--- config.mk ---
export PLATFORM = sky130hd
export DESIGN_NAME = mac_tx_arb_flat
export DESIGN_NICKNAME = d
export VERILOG_FILES = /design/src/rtl/mac_tx_arb_if.sv /design/src/rtl/mac_tx_arb.sv /design/src/flat_wrapper.sv
export SDC_FILE = /design/constraint.sdc
export NUM_CORES = 1
export LEC_CHECK = 0
export BUFFER_PORTS_ARGS = -buffer_cell sky130_fd_sc_hd__buf_2
export CAP_MARGIN = 20
export CORE_MARGIN = 2
export CORE_UTILIZATION = 44
export CTS_CLUSTER_SIZE = 25
export DETAILED_ROUTE_END_ITERATION = 7
export PLACE_DENSITY_LB_ADDON = 0.05
export SYNTH_ARGS = -nofsm -noshare
export SYNTH_HDL_FRONTEND = slang
export SYNTH_SLANG_ARGS = --single-unit
--- constraint.sdc ---
create_clock -name clk -period 3.2 [get_ports clk]
set_input_delay 0.64 -clock clk [delete_from_list [all_inputs] [get_ports clk]]
set_output_delay 0.64 -clock clk [all_outputs]
set_load 0.01 [all_outputs]
--- src/rtl/mac_tx_arb_if.sv ---
// Bundle between the frame sources, mac_encode and the transmit arbiter.
// The arbiter uses the slave modport; the sources/encoder side uses master.
interface mac_tx_arb_if #(
    parameter int N_CH = 2
);
    logic [N_CH-1:0]      ch_req;
    logic [48*N_CH-1:0]   ch_dest;
    logic [16*N_CH-1:0]   ch_ethertype;
    logic [8*N_CH-1:0]    ch_data;
    logic [N_CH-1:0]      ch_valid;
    logic [N_CH-1:0]      ch_last;
    logic [N_CH-1:0]      ch_ready;
    logic [N_CH-1:0]      ch_grant;
    logic                 mac_send_next;
    logic                 mac_en;
    logic [47:0]          mac_dest;
    logic [15:0]          mac_ethertype;
    logic [7:0]           mac_payload;
    logic                 frame_done;
    logic                 frame_abort;
    logic                 busy;

    modport master (
        output ch_req, ch_dest, ch_ethertype, ch_data, ch_valid, ch_last, mac_send_next,
        input  ch_ready, ch_grant, mac_en, mac_dest, mac_ethertype, mac_payload,
               frame_done, frame_abort, busy
    );

    modport slave (
        input  ch_req, ch_dest, ch_ethertype, ch_data, ch_valid, ch_last, mac_send_next,
        output ch_ready, ch_grant, mac_en, mac_dest, mac_ethertype, mac_payload,
               frame_done, frame_abort, busy
    );
endinterface

--- src/rtl/mac_tx_arb.sv ---
// Round-robin transmit arbiter feeding a single mac_encode: one channel per frame,
// payload streamed on send_next, underrun abort and a fixed inter-frame hold-off.
module mac_tx_arb #(
    parameter int N_CH       = 2,
    parameter int TIMEOUT    = 64,
    parameter int IFG_CYCLES = 12
) (
    input  logic         clk,
    input  logic         rst,
    mac_tx_arb_if.slave  bus
);
    localparam int IFG_EFF = (IFG_CYCLES < 1) ? 1 : IFG_CYCLES;
    localparam int TO_W    = $clog2(TIMEOUT + 1);
    localparam int GAP_W   = $clog2(IFG_EFF + 1);
    localparam int PTR_W   = (N_CH > 1) ? $clog2(N_CH) : 1;

    localparam logic [TO_W-1:0]  TO_LAST  = TO_W'(TIMEOUT - 1);
    localparam logic [GAP_W-1:0] GAP_LAST = GAP_W'(IFG_EFF - 1);
    localparam logic [PTR_W-1:0] PTR_MAX  = PTR_W'(N_CH - 1);

    typedef enum logic [1:0] {IDLE, STREAM, GAP} state_t;

    state_t            state;
    logic [PTR_W-1:0]  rr_ptr;
    logic [PTR_W-1:0]  gnt_idx;
    logic [TO_W-1:0]   underrun_cnt;
    logic [GAP_W-1:0]  gap_cnt;

    logic [N_CH-1:0]   hi_mask;
    logic [N_CH-1:0]   req_sel;
    logic [PTR_W-1:0]  win_idx;
    logic [47:0]       win_dest;
    logic [15:0]       win_type;
    logic              g_valid;
    logic              g_last;
    logic [7:0]        g_data;
    logic              xfer;
    logic              empty_slot;
    logic [PTR_W-1:0]  next_ptr;

    // Prefer requesters at or above the pointer; fall back to the lowest one to wrap.
    always_comb begin
        // NOTE: every always_comb output gets a default first so no path can infer a latch.
        hi_mask  = '0;
        win_idx  = '0;
        win_dest = '0;
        win_type = '0;
        for (int i = 0; i < N_CH; i++) begin
            hi_mask[i] = (PTR_W'(i) >= rr_ptr);
        end
        req_sel = ((bus.ch_req & hi_mask) != '0) ? (bus.ch_req & hi_mask) : bus.ch_req;
        for (int i = N_CH - 1; i >= 0; i--) begin
            if (req_sel[i]) win_idx = PTR_W'(i);
        end
        for (int i = 0; i < N_CH; i++) begin
            if (win_idx == PTR_W'(i)) begin
                win_dest = bus.ch_dest[48*i +: 48];
                win_type = bus.ch_ethertype[16*i +: 16];
            end
        end
    end

    // The one-hot grant is only non-zero in STREAM, so it doubles as the payload mux select.
    always_comb begin
        g_valid = 1'b0;
        g_last  = 1'b0;
        g_data  = '0;
        for (int i = 0; i < N_CH; i++) begin
            if (bus.ch_grant[i]) begin
                g_valid = bus.ch_valid[i];
                g_last  = bus.ch_last[i];
                g_data  = bus.ch_data[8*i +: 8];
            end
        end
        xfer            = (state == STREAM) && bus.mac_send_next && g_valid;
        empty_slot      = (state == STREAM) && bus.mac_send_next && !g_valid;
        bus.ch_ready    = xfer ? bus.ch_grant : '0;
        bus.mac_payload = xfer ? g_data : 8'h00;
    end

    assign next_ptr = (gnt_idx == PTR_MAX) ? '0 : gnt_idx + 1'b1;
    assign bus.busy = (state != IDLE);

    always_ff @(posedge clk) begin
        if (!rst) begin
            // NOTE: sequential state uses non-blocking assignments so every flop samples pre-edge values.
            state             <= IDLE;
            bus.mac_en        <= 1'b0;
            bus.ch_grant      <= '0;
            bus.mac_dest      <= '0;
            bus.mac_ethertype <= '0;
            bus.frame_done    <= 1'b0;
            bus.frame_abort   <= 1'b0;
            rr_ptr            <= '0;
            gnt_idx           <= '0;
            underrun_cnt      <= '0;
            gap_cnt           <= '0;
        end else begin
            bus.frame_done  <= 1'b0;
            bus.frame_abort <= 1'b0;
            unique case (state)
                IDLE: begin
                    if (bus.ch_req != '0) begin
                        state             <= STREAM;
                        bus.mac_en        <= 1'b1;
                        bus.ch_grant      <= N_CH'(1) << win_idx;
                        gnt_idx           <= win_idx;
                        bus.mac_dest      <= win_dest;
                        bus.mac_ethertype <= win_type;
                        underrun_cnt      <= '0;
                    end
                end
                STREAM: begin
                    if (xfer) begin
                        underrun_cnt <= '0;
                    end else if (empty_slot) begin
                        underrun_cnt <= underrun_cnt + 1'b1;
                    end
                    // Both exits hand priority to the next channel and enter the hold-off.
                    if ((xfer && g_last) || (empty_slot && underrun_cnt == TO_LAST)) begin
                        state           <= GAP;
                        bus.mac_en      <= 1'b0;
                        bus.ch_grant    <= '0;
                        rr_ptr          <= next_ptr;
                        gap_cnt         <= '0;
                        bus.frame_done  <= xfer;
                        bus.frame_abort <= !xfer;
                    end
                end
                GAP: begin
                    if (gap_cnt == GAP_LAST) begin
                        state <= IDLE;
                    end else begin
                        gap_cnt <= gap_cnt + 1'b1;
                    end
                end
                default: state <= IDLE;
            endcase
        end
    end
endmodule

--- src/flat_wrapper.sv ---
// flat-port wrapper written by rule: the top's interface ports become plain ports
module mac_tx_arb_flat 
#(
    parameter int N_CH       = 2,
    parameter int TIMEOUT    = 64,
    parameter int IFG_CYCLES = 12
)
  (clk, rst, bus_ch_req, bus_ch_dest, bus_ch_ethertype, bus_ch_data, bus_ch_valid, bus_ch_last, bus_mac_send_next, bus_ch_ready, bus_ch_grant, bus_mac_en, bus_mac_dest, bus_mac_ethertype, bus_mac_payload, bus_frame_done, bus_frame_abort, bus_busy);
  mac_tx_arb_if #(.N_CH(N_CH)) bus_i ();
  input  logic clk;
  input  logic rst;
  input wire logic [$bits(bus_i.ch_req)-1:0] bus_ch_req;
  input wire logic [$bits(bus_i.ch_dest)-1:0] bus_ch_dest;
  input wire logic [$bits(bus_i.ch_ethertype)-1:0] bus_ch_ethertype;
  input wire logic [$bits(bus_i.ch_data)-1:0] bus_ch_data;
  input wire logic [$bits(bus_i.ch_valid)-1:0] bus_ch_valid;
  input wire logic [$bits(bus_i.ch_last)-1:0] bus_ch_last;
  input wire logic [$bits(bus_i.mac_send_next)-1:0] bus_mac_send_next;
  output wire logic [$bits(bus_i.ch_ready)-1:0] bus_ch_ready;
  output wire logic [$bits(bus_i.ch_grant)-1:0] bus_ch_grant;
  output wire logic [$bits(bus_i.mac_en)-1:0] bus_mac_en;
  output wire logic [$bits(bus_i.mac_dest)-1:0] bus_mac_dest;
  output wire logic [$bits(bus_i.mac_ethertype)-1:0] bus_mac_ethertype;
  output wire logic [$bits(bus_i.mac_payload)-1:0] bus_mac_payload;
  output wire logic [$bits(bus_i.frame_done)-1:0] bus_frame_done;
  output wire logic [$bits(bus_i.frame_abort)-1:0] bus_frame_abort;
  output wire logic [$bits(bus_i.busy)-1:0] bus_busy;
  assign bus_i.ch_req = bus_ch_req;
  assign bus_i.ch_dest = bus_ch_dest;
  assign bus_i.ch_ethertype = bus_ch_ethertype;
  assign bus_i.ch_data = bus_ch_data;
  assign bus_i.ch_valid = bus_ch_valid;
  assign bus_i.ch_last = bus_ch_last;
  assign bus_i.mac_send_next = bus_mac_send_next;
  assign bus_ch_ready = bus_i.ch_ready;
  assign bus_ch_grant = bus_i.ch_grant;
  assign bus_mac_en = bus_i.mac_en;
  assign bus_mac_dest = bus_i.mac_dest;
  assign bus_mac_ethertype = bus_i.mac_ethertype;
  assign bus_mac_payload = bus_i.mac_payload;
  assign bus_frame_done = bus_i.frame_done;
  assign bus_frame_abort = bus_i.frame_abort;
  assign bus_busy = bus_i.busy;
  mac_tx_arb #(.N_CH(N_CH), .TIMEOUT(TIMEOUT), .IFG_CYCLES(IFG_CYCLES)) u_core (.clk(clk), .rst(rst), .bus(bus_i));
endmodule
==> out/qor.csv <==
metric,value,unit
status,finished clean,
final_cell_mix,"buf_2 (232), dfxtp_1 (84), nor2_1 (77)",
tightest_slew,0.729,ns
drc,0,
setup_viol,0,
rsz0062_at_grt,false,
post_cts_buffers,0,
via_per_inst,5.51,
core_area,7330,um^2
io_buffers,232,
insertion_delay,0.33,ns
worstPathRequired,2.56,ns
use_met1,0.283,
ys_warn_count,0,
r2r_cells,6,
post-route-period-util,0.772,
hpwl,7370,um
layout-drive-gt1-share,0.477,
r2r-start,u_core.state[0],
grt.overflow.total,0,
grt_pass1_vias,3299,
cts_root_buf,clkbuf_8,
cts_buffer_depth,2,
max_clock_freq,405,MHz
start_util,0.457,
max-cap-violations,0,
synthArstFlopShare,0,
min_to,u_core.bus.mac_en,
first_pass_iters,6,
grt_max_degree,42,
clock_sinks,84,
grt_util_met3,0.0440,
ys_seq_elements,84,
synth_enable_flop_cells,0,
hold_violations,0,
netlist_area,3350,um^2
critPathLaunchType,flip-flop,
endpoint_kind,output port,
finClkSkew,0.00994,ns
fin_util,0.644,
tns,0,ns
hold_buffers,0,
grt_util_all_layers,0.229,
use_met2,0.391,
nets,709,
drt_iter0_markers,335,
drt-total-wl,10000,um
cts_tree,built,
worstSetupPathType,reg -> out,
vias,3618,
holdPathStages,2,
yosysSeqAreaShare,0.502,
cts_buffers,9,
routabilityCongestion,0.763,
dieArea,8330,um^2
clk_pin_slew,0.08,ns
die_w,91.3,um
cts_resized,0,
holdCritPathClass,reg -> reg,
r2r_slack,1.41,ns
final_antenna_net_count,0,
grt.busiest_layer,met2,
timing.rr.end,u_core.bus.mac_ethertype[9],
num_io_pins,233,
ir_drop,234,uV
hold_start,u_core.bus.mac_en,
maxSlewHeadroom,0.513,
antenna_cells,0,
antenna_found_initial,0,
power.leakage,2.33,nW
final_common_cell,buf_2,
period_minus_slack,2.47,ns
synthesis.nets,491,
avgSynthCellArea,9.98,um^2
syn_to_final_growth,40.8,%
crit_fanout,8,
die_height,91.3,um
power_density,500,nW/um^2
grt_pass1_wl,15600,um
slew_viol_final,0,
ys_types,37,
rows,31,
num-fill-cells,619,
wl_per_cell,15.3,um
cp_data_arrival_time,1.83,ns
synthCells,336,
synth_flop_cell,dfxtp_1,
cts-htree-levels,3,
## logic make-up after synthesis
logic type,count (synthesis),synth area share
AO/OA/AOI/OAI,95,0.264
XOR/XNOR,4,0.0105
adder cells (fa/ha/maj),2,0.00746
buffers and inverters,34,0.0612
flip-flops,84,0.502
multiplexers,2,0.00597
AND/OR/NAND/NOR,115,0.149
## how the worst max path moves through the flow
stage	startpoint	endpoint	cells past startpoint
after detailed placement	bus_mac_send_next	bus_mac_payload[0]	5
after global placement	bus_mac_send_next	bus_mac_payload[1]	5
after floorplan	bus_mac_send_next	bus_mac_payload[0]	3
after CTS	u_core.state[0]	bus_mac_payload[0]	4
after global routing	u_core.state[0]	bus_mac_payload[4]	4
final	u_core.state[0]	bus_mac_payload[0]	4
## per-stage QoR
step / area [um^2] / hold WS (ns) / std cells / total power [W] / setup slack [ns]
floorplan: 3350 / 0.449 / 336 / 0.00145 / 1.19
global placement: 4530 / 0.441 / 642 / 0.00165 / 0.924
detailed placement: 4530 / 0.445 / 642 / 0.00165 / 0.808
CTS: 4720 / 0.455 / 657 / 0.00238 / 0.712
global route: 4720 / 0.479 / 657 / 0.00248 / 0.519
finish: 4720 / 0.455 / 657 / 0.00236 / 0.730
## state kept, by name, indices dropped and copies added (netlist names)
register and flops:
u_core.bus.ch_grant 2, u_core.bus.frame_abort 1, u_core.bus.frame_done 1, u_core.bus.mac_dest 48, u_core.bus.mac_en 1, u_core.bus.mac_ethertype 16, u_core.gap_cnt 4, u_core.gnt_idx 1
u_core.rr_ptr 1, u_core.state 2, u_core.underrun_cnt 7
## power by group
part,total (W),switching (W),internal (W)
clock,0.000733,0.000356,0.000377
combinational,0.000467,0.000248,0.000218
sequential,0.00116,0.0000422,0.00112
## cells in the mapped netlist, drive strengths merged, types with 4 or more instances
cell type,n,area (um^2)
dfxtp,84,1680
nor2,80,313
a222oi,64,641
buf,22,150
nand2,15,56.3
clkbuf,9,43.8
a22o,8,70.1
a21oi,7,35.0
nand3,6,35.0
o21ai,6,41.3
nand3b,4,30.0
## layer usage
layer  wire, um  vias up  share of wire
met2       5080      172           0.51
met5          0        -              0
met3        763       15          0.076
li1           -     1758              -
met4        172        0          0.017
met1       4030     1673           0.40
## area by class of cell
class	count	area (um^2)	area share
clock inverters	4	50.0	0.0106
inverters	3	11.3	0.00239
well taps	99	124	0.0263
multi-input cells	218	1480	0.313
flip-flops and latches	84	1680	0.356
repair buffers	238	1230	0.261
clock buffers	11	141	0.0300
## critical path: stages, from the launching register on
cell,delay (ns)
dfxtp_1,0.44
nand3b_1,0.24
nor2_1,0.47
a22o_1,0.21
buf_2,0.14
No activity file was read; power rests on OpenSTA's default activity.
